[config.mk]
export PLATFORM = sky130hd
export DESIGN_NAME = ps2_keycode_source
export DESIGN_NICKNAME = d
export VERILOG_FILES = /design/src/rtl/ps2_keycode_source.sv
export SDC_FILE = /design/constraint.sdc
export NUM_CORES = 1
export LEC_CHECK = 0
export CAP_MARGIN = 20
export CORE_UTILIZATION = 25
export CTS_CLUSTER_DIAMETER = 120
export DETAILED_ROUTE_END_ITERATION = 12
export GPL_TIMING_DRIVEN = 0
export MAX_ROUTING_LAYER = met4
export PLACE_DENSITY = 0.38
export SYNTH_ARGS = -nofsm -noshare
export SYNTH_HDL_FRONTEND = slang
export SYNTH_SLANG_ARGS = --single-unit
[constraint.sdc]
create_clock -name Clk -period 2.85 [get_ports Clk]
set_input_delay 0.285 -clock Clk [delete_from_list [all_inputs] [get_ports Clk]]
set_output_delay 0.285 -clock Clk [all_outputs]
set_load 0.01 [all_outputs]
[src/rtl/ps2_keycode_source.sv]
// ps2_keycode_source
//   Decodes PS/2 keyboard frames into the held-key level consumed by the game
//   logic, plus one-cycle edge pulses for make / release / framing errors.
//
// Ports
//   Clk          50 MHz system clock
//   Reset        synchronous, active-high
//   ps2_clk      raw PS/2 clock pin (asynchronous)
//   ps2_data     raw PS/2 data pin (asynchronous)
//   keycode      held make code, 0 when no key is held
//   ext          current keycode arrived with an E0 prefix
//   key_event    pulse: keycode took a new make code
//   key_release  pulse: keycode cleared by a matching break
//   frame_err    pulse: start, parity, stop or timeout error
//
// Pipeline: 2-FF sync -> edge detect -> frame FSM -> event register ->
// byte handling / output register. Output change lands 4 Clk after the raw
// ps2_clk falling edge of the stop bit.
module ps2_keycode_source #(
  parameter int TIMEOUT_CYCLES = 50000
) (
  input  logic       Clk,
  input  logic       Reset,
  input  logic       ps2_clk,
  input  logic       ps2_data,
  output logic [7:0] keycode,
  output logic       ext,
  output logic       key_event,
  output logic       key_release,
  output logic       frame_err
);

  localparam int TW = $clog2(TIMEOUT_CYCLES + 1);
  localparam logic [TW-1:0] TMAX = TW'(TIMEOUT_CYCLES - 1);

  typedef enum logic [1:0] {S_IDLE, S_DATA, S_PARITY, S_STOP} state_t;

  // ---------------------------------------------------------------------
  // Input synchronizers and falling-edge detect. Idle-high bus, so the
  // flops reset to 1 to avoid a spurious fall after reset.
  // ---------------------------------------------------------------------
  logic [1:0] r_clk_sync;
  logic [1:0] r_dat_sync;
  logic       r_clk_prev;
  logic       w_fall;
  logic       w_data;

  always_ff @(posedge Clk) begin
    if (Reset) begin
      r_clk_sync <= 2'b11;
      r_dat_sync <= 2'b11;
      r_clk_prev <= 1'b1;
    end else begin
      r_clk_sync <= {r_clk_sync[0], ps2_clk};
      r_dat_sync <= {r_dat_sync[0], ps2_data};
      r_clk_prev <= r_clk_sync[1];
    end
  end

  assign w_fall = r_clk_prev & ~r_clk_sync[1];
  assign w_data = r_dat_sync[1];

  // ---------------------------------------------------------------------
  // Frame FSM
  // ---------------------------------------------------------------------
  state_t        r_state, w_state_nx;
  logic [7:0]    r_shift, w_shift_nx;
  logic [2:0]    r_bitcnt, w_bitcnt_nx;
  logic          r_par, w_par_nx;
  logic [TW-1:0] r_tcnt, w_tcnt_nx;
  logic          w_good;       // stop-bit fall closed a valid frame
  logic          w_bad;        // parity/stop error or timeout
  logic          w_start_err;  // fall with data high while idle

  always_ff @(posedge Clk) begin
    if (Reset) begin
      r_state  <= S_IDLE;
      r_shift  <= '0;
      r_bitcnt <= '0;
      r_par    <= 1'b0;
      r_tcnt   <= '0;
    end else begin
      r_state  <= w_state_nx;
      r_shift  <= w_shift_nx;
      r_bitcnt <= w_bitcnt_nx;
      r_par    <= w_par_nx;
      r_tcnt   <= w_tcnt_nx;
    end
  end

  always_comb begin
    w_state_nx  = r_state;
    w_shift_nx  = r_shift;
    w_bitcnt_nx = r_bitcnt;
    w_par_nx    = r_par;
    w_tcnt_nx   = '0;
    w_good      = 1'b0;
    w_bad       = 1'b0;
    w_start_err = 1'b0;

    if (r_state == S_IDLE) begin
      if (w_fall) begin
        if (!w_data) begin
          w_state_nx  = S_DATA;
          w_bitcnt_nx = '0;
        end else begin
          w_start_err = 1'b1;
        end
      end
    end else if (w_fall) begin
      // Any fall inside a frame restarts the inactivity window.
      if (r_state == S_DATA) begin
        w_shift_nx = {w_data, r_shift[7:1]};   // LSB first
        if (r_bitcnt == 3'd7) w_state_nx = S_PARITY;
        else                  w_bitcnt_nx = r_bitcnt + 3'd1;
      end else if (r_state == S_PARITY) begin
        w_par_nx   = w_data;
        w_state_nx = S_STOP;
      end else begin
        // Odd parity over data+parity means the XOR of all nine bits is 1.
        if (w_data && (^{r_shift, r_par})) w_good = 1'b1;
        else                               w_bad  = 1'b1;
        w_state_nx = S_IDLE;
      end
    end else if (r_tcnt == TMAX) begin
      // Counter would reach TIMEOUT_CYCLES this cycle: abort the frame.
      w_bad      = 1'b1;
      w_state_nx = S_IDLE;
    end else begin
      w_tcnt_nx = r_tcnt + 1'b1;
    end
  end

  // ---------------------------------------------------------------------
  // Event register: one cycle between frame completion and byte handling.
  // At most one of these is set per cycle since only one fall or timeout
  // can happen per cycle.
  // ---------------------------------------------------------------------
  logic       r_ev_good;
  logic       r_ev_bad;
  logic       r_ev_serr;
  logic [7:0] r_ev_byte;

  always_ff @(posedge Clk) begin
    if (Reset) begin
      r_ev_good <= 1'b0;
      r_ev_bad  <= 1'b0;
      r_ev_serr <= 1'b0;
      r_ev_byte <= '0;
    end else begin
      r_ev_good <= w_good;
      r_ev_bad  <= w_bad;
      r_ev_serr <= w_start_err;
      if (w_good) r_ev_byte <= r_shift;
    end
  end

  // ---------------------------------------------------------------------
  // Byte handling: prefix tracking, make / break, output pulses.
  // ---------------------------------------------------------------------
  logic r_pend_e0;
  logic r_pend_f0;

  always_ff @(posedge Clk) begin
    if (Reset) begin
      keycode     <= '0;
      ext         <= 1'b0;
      key_event   <= 1'b0;
      key_release <= 1'b0;
      frame_err   <= 1'b0;
      r_pend_e0   <= 1'b0;
      r_pend_f0   <= 1'b0;
    end else begin
      key_event   <= 1'b0;
      key_release <= 1'b0;
      frame_err   <= 1'b0;

      if (r_ev_serr) begin
        // Stray fall while idle: report but leave prefixes alone.
        frame_err <= 1'b1;
      end else if (r_ev_bad) begin
        frame_err <= 1'b1;
        r_pend_e0 <= 1'b0;
        r_pend_f0 <= 1'b0;
      end else if (r_ev_good) begin
        if (r_ev_byte == 8'hE0) begin
          r_pend_e0 <= 1'b1;
        end else if (r_ev_byte == 8'hF0) begin
          r_pend_f0 <= 1'b1;
        end else if (r_pend_f0) begin
          // Break only clears a key if both code and E0 scope match.
          if (r_ev_byte == keycode && r_pend_e0 == ext) begin
            keycode     <= '0;
            ext         <= 1'b0;
            key_release <= 1'b1;
          end
          r_pend_e0 <= 1'b0;
          r_pend_f0 <= 1'b0;
        end else begin
          // Typematic repeats of the held key produce no pulse.
          if ({r_pend_e0, r_ev_byte} != {ext, keycode}) key_event <= 1'b1;
          keycode   <= r_ev_byte;
          ext       <= r_pend_e0;
          r_pend_e0 <= 1'b0;
        end
      end
    end
  end

endmodule

==> impl_metrics.py <==
metrics = {
    "status": {
        "status": "finished, final reports clean",
    },
    "critical_path": {
        "arrival_ns": 2.72,
        "r2r_slack_ns": 0.33,
        "slowest_stage": "or4_4",
        "end_kind": "flip-flop",
        "rr_worst_depth": 8,
        "critPathRequiredTime_ns": 3.05,
        "critPathBufInv": 2,
        "r2r-start": "r_state[0]",
        "cp_max_fo": 10,
        "path_class": "reg2reg",
        "critPathTopFamily": "simple AND/OR/NAND/NOR gates",
        "worst-path-stages": 8,
        "crit_chain": "inv_1 -> ha_1 -> buf_6 -> or3b_1 -> or4_4 -> mux2i_4 -> mux2i_1 -> nor2_1",
        "slowest_delay_ns": 0.53,
        "r2r_end": "r_ev_byte[0]",
        "cp-start-kind": "flip-flop",
    },
    "floorplanning": {
        "io_pins": 16,
        "core_mm2": 0.00986,
        "initial_utilization": 0.261,
        "die_area_mm2": 0.0107,
        "fp.dieH_um": 104,
        "die_x_um": 104,
        "rows": 36,
    },
    "clocking": {
        "post_cts_buffers": 0,
        "clk_latency_ns": 0.34,
        "path_clk_slew_ns": 0.07,
        "cts_hold_buf": 0,
        "cts_root_buf": "clkbuf_8",
        "htree_levels": 3,
        "cts.path.max_buffers": 2,
        "cts.sinks": 60,
        "cts_tree": "done",
        "cts_resized": 0,
        "cts_made_buffers": 9,
    },
    "hold_path": {
        "hp-class": "reg2reg",
        "hp-start": "r_clk_sync[0]",
        "min_path_cells": 1,
        "worstHoldEndpoint": "r_clk_sync[1]",
    },
    "synth": {
        "postSynthCellCount": 289,
        "ys_seq_area_frac": 0.466,
        "synth_seq_cells": 60,
        "synth_top_area_cell": "dfxtp_1",
        "netlist_area_mm2": 0.00258,
        "synth.distinct_cells": 42,
        "synth_nets": 299,
        "async_flop_share": 0,
        "yosys-top-cells-area": "dfxtp_1 47%, nor2_1 6.7%, xor2_1 6.1%",
        "synth-edff-count": 0,
        "syn_area_per_cell_um2": 8.92,
        "yosys_warnings": 0,
        "synth-main-ff-cell": "dfxtp_1",
        "synth_top_area_frac": 0.466,
    },
    "sta": {
        "setup_tns_ns": 0,
        "worst_pin_slew_ns": 0.692,
        "hold_viol": 0,
        "slew_headroom": 0.537,
        "rsz0062_at_grt": "no",
        "fin_worst_skew_ns": 0.0130,
        "fmax_ghz": 0.397,
        "setup_viol": 0,
        "holdWs_ns": 0.412,
        "finalMaxSlewViolations": 0,
        "period_needed_ns": 2.52,
        "finalCritPeriodShare": 0.885,
    },
    "pwr": {
        "power_density_mw_per_mm2": 558,
        "p_leak_nw": 1.13,
        "peakVddDrop_uv": 253,
    },
    "grt": {
        "grt_pass1_wl_um": 9950,
        "grt_pass1_vias": 1984,
        "met3_usage": 0.0403,
        "gr-total-overflow": 0,
        "antenna_found_initial": 0,
        "grtUsageMet2": 0.179,
        "gr-max-usage-layer": "met2",
        "groute.usage.overall": 0.122,
        "grt_start_max_net_pins": 12,
        "grt_use_met1": 0.155,
    },
    "cells_and_area": {
        "mostFrequentLayoutCells": "60 x dfxtp_1, 46 x nor2_1, 33 x nand2_1, 23 x a21oi_1, 18 x xor2_1",
        "utilization": 0.316,
        "drive_above_1_share": 0.0938,
        "diodes": 0,
        "final_common_cell": "dfxtp_1",
        "syn_to_final_growth_pct": 21.0,
        "nNetsFinal": 325,
    },
    "run": {
        "cap_violations": 0,
    },
    "detailed_routing": {
        "routed_wl_um": 5660,
        "drc": 0,
        "ant_nets": 0,
        "routed_via_density": 4.28,
        "drtPass1Iterations": 4,
        "wire_per_inst_um": 12.5,
        "vias": 1940,
        "drtIter0Drc": 48,
    },
    "place": {
        "place_congestion": 0.719,
        "io_buffers": 15,
        "dp_hpwl_um": 3930,
    },
}
## cell type report
cell class	instances	area, µm²
Multi-Input combinational cell	211	1300
Sequential cell	60	1200
Clock buffer	10	138
Buffer	10	47.5
Fill cell	1021	6750
Timing Repair Buffer	15	150
Inverter	8	30.0
Tap cell	133	166
Clock inverter	6	86.3
## where the power goes
group | switching, mW | internal (mW) | leakage, nW
clock | 0.354 | 0.516 | 0.113
combinational | 0.0185 | 0.00968 | 0.534
sequential | 0.00163 | 0.841 | 0.484
## worst max path at each step
stage                        end  slack (ns)        from
global route        r_ev_byte[7]        0.11  r_state[0]
finish              r_ev_byte[0]        0.33  r_state[0]
detailed placement  r_ev_byte[1]        0.32  r_state[0]
CTS                 r_ev_byte[0]        0.32  r_state[0]
floorplan           r_ev_byte[0]        0.55  r_state[0]
global placement    r_ev_byte[0]        0.31  r_state[0]
## layer usage
metal	share of wire	up-vias
met5	0	-
li1	-	1026
met3	0.030	8
met1	0.53	885
met4	0.013	0
met2	0.43	21
## kinds of logic after synthesis
kind of cell,share of synthesized area
DFF,0.466
adders and majority gates,0.0291
xor gates and xnor gates,0.109
buffers and inverters,0.0301
muxes,0.0437
AOI/OAI and AO/OA,0.0961
and+or+nand+nor,0.226
## flip-flops by register name, indices dropped and copies added (netlist names)
name,cells
r_ev_bad,1
r_ev_byte,8
r_clk_sync,2
key_release,1
r_tcnt,16
r_ev_serr,1
r_state,2
r_shift,8
r_par,1
r_ev_good,1
r_pend_e0,1
r_dat_sync,2
r_bitcnt,3
r_clk_prev,1
ext,1
key_event,1
frame_err,1
keycode,8
r_pend_f0,1
## per-stage QoR
stage | area [µm²] | power [mW] | worst slack (ns) | cells
finish | 3120 | 1.74 | 0.328 | 453
global route | 3120 | 1.83 | 0.107 | 453
CTS | 3120 | 1.77 | 0.316 | 453
detailed placement | 2900 | 0.891 | 0.322 | 437
global placement | 2900 | 0.892 | 0.312 | 437
floorplan | 2580 | 0.878 | 0.551 | 289
## cells in the mapped netlist (3+ instances only)
master,n
dfxtp_1,60
nor2_1,46
nand2_1,33
a21oi_1,23
xor2_1,18
o21ai_0,10
mux2i_1,9
xnor2_1,9
inv_1,8
nand3_1,8
clkbuf_1,7
ha_1,6
or2_2,6
nor3_1,5
nor3b_1,4
a31oi_1,3
nand4_1,3
nor4_1,3
Power figures use the tool's default switching activity.
